[src/rtl/mcu_mem_pkg.sv]
// Shared definitions for the cache's MCU-clock memory port: FSM encoding,
// cache-side read schedule constant and the latched request record.
package mcu_mem_pkg;

  localparam int CACHE_ACK_TO_DATA = 4;

  typedef enum logic [1:0] {
    ST_IDLE = 2'd0,
    ST_GNT  = 2'd1,
    ST_RD1  = 2'd2
  } state_e;

  typedef struct packed {
    logic [31:0] addr;
    logic        we;
    logic [3:0]  be;
    logic [31:0] wdata;
  } mem_req_t;

endpackage

[src/rtl/mcu_rdata_delay.sv]
// Re-times SRAM read data so each beat lands CACHE_ACK_TO_DATA cycles after
// its read strobe, whatever the SRAM latency. Data is zero when no beat is valid.
module mcu_rdata_delay
  import mcu_mem_pkg::*;
#(
  parameter int RD_LAT = 2
) (
  input  logic        clk_i,
  input  logic        rst_i,
  input  logic        re_i,
  input  logic [31:0] rdata_i,
  output logic [31:0] data_o
);

  localparam int STAGES = CACHE_ACK_TO_DATA;
  localparam int DLY    = (RD_LAT >= 1 && RD_LAT <= STAGES) ? STAGES - RD_LAT : 0;

  // vld_pipe[k] is high in the k-th cycle after a read strobe.
  logic [STAGES:1] vld_pipe;
  logic [31:0]     dat_dly;

  always_ff @(posedge clk_i) begin
    if (rst_i) vld_pipe <= '0;
    else       vld_pipe <= {vld_pipe[STAGES-1:1], re_i};
  end

  if (DLY == 0) begin : g_pass
    assign dat_dly = rdata_i;
  end else begin : g_dly
    logic [DLY:1][31:0] dat_pipe;
    always_ff @(posedge clk_i) begin
      if (rst_i) begin
        dat_pipe <= '0;
      end else begin
        dat_pipe[1] <= vld_pipe[RD_LAT] ? rdata_i : 32'h0;
        for (int k = 2; k <= DLY; k++) dat_pipe[k] <= dat_pipe[k-1];
      end
    end
    assign dat_dly = dat_pipe[DLY];
  end

  assign data_o = vld_pipe[STAGES] ? dat_dly : 32'h0;

endmodule

[src/rtl/mcu_sram_port.sv]
// Memory-side responder for the cache's MCU-clock request port: one SRAM write
// or a two-beat (A, A^1) read per request, read data on the cache's fixed schedule.
module mcu_sram_port
  import mcu_mem_pkg::*;
#(
  parameter int AW     = 16,
  parameter int RD_LAT = 2
) (
  input  logic          MCU_CLK,
  input  logic          RST_SYS,
  input  logic [31:0]   mem_addr,
  input  logic          mem_we,
  input  logic [3:0]    mem_we_array,
  input  logic          mem_do_act,
  input  logic [31:0]   mem_dataintomem,
  output logic          mem_ack,
  output logic [31:0]   mem_datafrommem,
  output logic          ram_req,
  input  logic          ram_gnt,
  output logic          ram_lock,
  output logic [AW-1:0] ram_addr,
  output logic          ram_we,
  output logic          ram_re,
  output logic [3:0]    ram_be,
  output logic [31:0]   ram_wdata,
  input  logic [31:0]   ram_rdata
);

  if (RD_LAT < 1 || RD_LAT > CACHE_ACK_TO_DATA) begin : g_bad_lat
    $error("mcu_sram_port: RD_LAT must be in 1..4");
  end

  state_e   state_q, state_d;
  mem_req_t req_q, req_d;
  logic     armed_q, armed_d;
  logic     unused_addr;

  assign unused_addr = ^req_q.addr[31:AW];

  always_ff @(posedge MCU_CLK) begin
    if (RST_SYS) begin
      state_q <= ST_IDLE;
      req_q   <= '0;
      armed_q <= 1'b1;
    end else begin
      state_q <= state_d;
      req_q   <= req_d;
      armed_q <= armed_d;
    end
  end

  // Outputs depend on latched state and grant only; mem_do_act steers next state.
  always_comb begin
    state_d   = state_q;
    req_d     = req_q;
    mem_ack   = 1'b0;
    ram_req   = 1'b0;
    ram_lock  = 1'b0;
    ram_addr  = '0;
    ram_we    = 1'b0;
    ram_re    = 1'b0;
    ram_be    = 4'h0;
    ram_wdata = 32'h0;
    case (state_q)
      ST_IDLE: begin
        if (mem_do_act && armed_q) begin
          req_d   = '{addr: mem_addr, we: mem_we, be: mem_we_array, wdata: mem_dataintomem};
          state_d = ST_GNT;
        end
      end
      ST_GNT: begin
        ram_req = 1'b1;
        if (ram_gnt) begin
          mem_ack  = 1'b1;
          ram_addr = req_q.addr[AW-1:0];
          if (req_q.we) begin
            ram_we    = 1'b1;
            ram_be    = req_q.be;
            ram_wdata = req_q.wdata;
            state_d   = ST_IDLE;
          end else begin
            ram_re   = 1'b1;
            ram_lock = 1'b1;
            state_d  = ST_RD1;
          end
        end
      end
      ST_RD1: begin
        // Partner word of the aligned pair, matching the cache's fill order.
        ram_re   = 1'b1;
        ram_lock = 1'b1;
        ram_addr = req_q.addr[AW-1:0] ^ AW'(1);
        state_d  = ST_IDLE;
      end
      default: state_d = ST_IDLE;
    endcase
  end

  // The cache holds its request one cycle past ack; re-arm only after it drops.
  always_comb begin
    armed_d = armed_q;
    if (mem_ack)          armed_d = 1'b0;
    else if (!mem_do_act) armed_d = 1'b1;
  end

  mcu_rdata_delay #(.RD_LAT(RD_LAT)) u_rdata_delay (
    .clk_i   (MCU_CLK),
    .rst_i   (RST_SYS),
    .re_i    (ram_re),
    .rdata_i (ram_rdata),
    .data_o  (mem_datafrommem)
  );

endmodule

[config.mk]
export PLATFORM = sky130hd
export DESIGN_NAME = mcu_sram_port
export DESIGN_NICKNAME = d
export VERILOG_FILES = /design/src/rtl/mcu_mem_pkg.sv /design/src/rtl/mcu_rdata_delay.sv /design/src/rtl/mcu_sram_port.sv
export SDC_FILE = /design/constraint.sdc
export NUM_CORES = 1
export LEC_CHECK = 0
export BUFFER_PORTS_ARGS = -buffer_cell sky130_fd_sc_hd__buf_2
export CAP_MARGIN = 20
export CORE_ASPECT_RATIO = 0.9
export CORE_UTILIZATION = 42
export DETAILED_ROUTE_END_ITERATION = 8
export GPL_TIMING_DRIVEN = 0
export PLACE_DENSITY = 0.77
export SLEW_MARGIN = 25
export SYNTH_ARGS = -nofsm -noshare
export SYNTH_HDL_FRONTEND = slang
export SYNTH_SLANG_ARGS = --single-unit
[constraint.sdc]
create_clock -name MCU_CLK -period 1.5 [get_ports MCU_CLK]
set_input_delay 0.075 -clock MCU_CLK [delete_from_list [all_inputs] [get_ports MCU_CLK]]
set_output_delay 0.075 -clock MCU_CLK [all_outputs]
set_load 0.02 [all_outputs]
==> results.cfg <==
[setup_path]
setup.worst_path.class = reg2out
critPathMostFrequentCell = buf_6
timing.critical_path.fanout_max = 6
cpMaxStageDelayCell = dfxtp_2
path_buf_inv = 4
timing.critical_path.from_type = register
critPathRequiredTime_ns = 1.42
worst-endpoint-arrival_ns = 1.74
worstPathCellList = inv_4, ha_4, and3_4, buf_8, buf_6, and2_4, buf_6
crit_path_end_kind = output pin
critical_path.top_delay_family = buffers and inverters
timing.critical_path.slowest_cell_delay_ns = 0.33

[timing]
hold-worst-slack_ns = 0.03902
fin_crit_ns = 1.816
slew-limit-headroom = 0.6455
slew_at_the_pin_with_the_worst_max_slew_slack_ns = 0.5317
setup_total_negative_slack_ns = -15.71
setup_viol = 56
timing.clock.skew_ns = 0.01329
finalWorstSetupSlack_ns = -0.3156
report.final.slew_viol_count = 0
layout_worst_path_cycle_share = 1.210
rsz_0062_raised_after_global_routing = true
maximum_clock_frequency_mhz = 550.8
hold_violation_total_from_the_final_report = 0

[cts]
worstSkewPairLatency_ns = 0.41
cts_tree = done
tritoncts.num_buffers = 17
htree_num_levels = 4
clock_path_buffers = 2
clock_sinks = 124
clk_root_buffer_cell = clkbuf_16
cts.clk_slew.worst_paths_ns = 0.05

[logic_synthesis]
yosysUniqueCellTypes = 23
synth_edf_count = 0
ys_warn_count = 0
yosys_most_used_dff = dfxtp_1
mappedNetlistArea_mm2 = 0.004419
synth.cells.most_frequent = 124 x dfxtp_1, 116 x and2_1, 106 x nand2_1, 55 x a21oi_1, 41 x nor2b_1
synth_seq_cells = 124
async_flop_share = 0
biggest_area_consumer_among_synthesized_cells = dfxtp_1
post_synth.cell_area_avg_um2 = 8.964
share_of_yosys_cell_area_claimed_by_the_top_area_cell_type = 0.5617
yosys-top-cells-area = dfxtp_1 56%, and2_1 16%, nand2_1 9.0%
synth_most_common_cell = dfxtp_1
synth_cells = 493
syn-num-nets = 602
synth_seq_area_share = 0.5617

[route]
detailedRoute.firstIterationViolations = 201
ant_nets = 0
routedWlPerCell_um = 15.90
route.detailed.vias_per_inst = 4.813
route.final.wire_length_mm = 14.82
dr_total_vias = 4486
drt-pass1-iter-count = 9
drt_drc_violations_left = 2

[global_routing]
grt_start_max_net_pins = 17
global_route.usage.total = 0.2803
first_global_vias = 4836
globalRouteOverflowTotal = 0
grt_pass1_wl_mm = 22.83
grt_antenna_before_repair = 0

[place]
finalWeightedCongestion = 0.7897
numPlacedInstances = 799
dpl-instance-area_mm2 = 0.005477
place.detailed.hpwl_mm = 7.506
numPortBuffers = 177

[cells_and_area]
post_route_cell_area_mm2 = 0.007749
antenna_cells_inserted = 0
area_growth_syn_to_layout_pct = 75.34
final_net_count = 899
layoutNonFillerInstCount = 932
layout-drive-gt1-share = 0.3898

[pwr]
vdd_drop_max_mv = 0.8187
static-leakage-power_nw = 3.537
power-per-cell-area_mw_per_mm2 = 1117

[job]
max_cap_violations = 0

[die]
die-area_mm2 = 0.01094
io_pins = 194
placementRows = 35
floorplan.die.width_um = 110.1
die_height_um = 99.32
design.core.area_mm2 = 0.01025
start_util = 0.4313

[outcome]
violations_in_the_final_reports = DRC, setup timing
outcome = finished with violations

[min_path]
min-delay-path-class = in2reg
-- routing by layer --
metal | routed length [um] | global-route usage
met5 | 0 | 0
met4 | 784 | 0.1974
met3 | 716 | 0.07274
met2 | 7956 | 0.5072
met1 | 5367 | 0.2743
-- state kept, by name (all words and copies together) (netlist names) --
register,flops
u_rdata_delay.dat_dly,32
u_rdata_delay.g_dly.dat_pipe,32
armed_q,1
u_rdata_delay.vld_pipe,4
req_q,53
state_q,2
-- what timing repair did --
action,CTS,global route
buffers inserted,7,4
hold buffers,85,0
cloned,5,0
hold endpoints to repair,85,0
pin swaps,49,7
endpoints found under the setup margin,137,118
gates resized for setup,204,31
-- stage by stage --
stage / utilization / power (mW) / setup slack, ns
2_1_floorplan: - / 3.975 / 0.008376
3_3_place_gp: 0.5344 / 4.202 / -0.3572
3_5_place_dp: 0.5344 / 4.236 / -0.3940
4_1_cts: 0.7481 / 8.608 / -0.3170
5_1_grt: 0.7562 / 8.976 / -0.3799
6_report: 0.7562 / 8.657 / -0.3156
-- report_power, final --
part           internal [mW]  switching (mW)
logic                  0.530           0.521
clock network           2.52            1.54
registers               3.44          0.0937
-- cells by family (layout without fill, tap and decap cells) --
| logic type | after synthesis | after routing | share of synthesized area |
|---|---|---|---|
| adder cells (fa/ha/maj) | 4 | 4 | 0.01133 |
| multiplexers | 1 | 1 | 0.002265 |
| AO/OA/AOI/OAI | 59 | 59 | 0.06852 |
| flip-flops | 124 | 124 | 0.5617 |
| buffers and inverters | 35 | 345 | 0.03369 |
| AND/OR/NAND/NOR | 270 | 270 | 0.3225 |
-- worst reg2reg max path: cells and delay by family (launching register included) --
family | cells | cell delay (ns)
compound gates | 1 | 0.13
fa+ha+maj | 1 | 0.17
buf+inv | 2 | 0.19
flops | 1 | 0.35
simple gates | 2 | 0.67
-- layout make-up --
cell class | instances | area, um^2
Buffer | 33 | 216.5
Clock buffer | 18 | 439.2
Fill cell | 660 | 2499
Timing Repair Buffer | 278 | 2271
Tap cell | 129 | 161.4
Inverter | 2 | 15.01
Sequential cell | 124 | 2489
Clock inverter | 14 | 158.9
Multi-Input combinational cell | 334 | 1998
-- path summary, 6_finish.rpt --
| path | from | end | slack (ns) | depth (start not counted) |
|---|---|---|---|---|
| max | state_q[1] | ram_be[0] | -0.32 | 7 |
| min | mem_do_act | armed_q | 0.04 | 3 |
| max reg2reg | state_q[1] | state_q[1] | -0.08 | 6 |
| min reg2reg | u_rdata_delay.g_dly.dat_pipe[30] | u_rdata_delay.dat_dly[30] | 0.43 | 1 |
-- placed cells by master (no fill, tap or decap), drive strengths merged, types with 2 or more instances in the layout --
cell type,count
and3,2
and2,116
nor2b,41
clkinv,6
inv,7
nand2,106
buf,205
ha,4
a21oi,55
dlygate4sd3,85
dfxtp,124
bufinv,2
clkbuf,39
No activity file was read; power rests on OpenSTA's default activity.
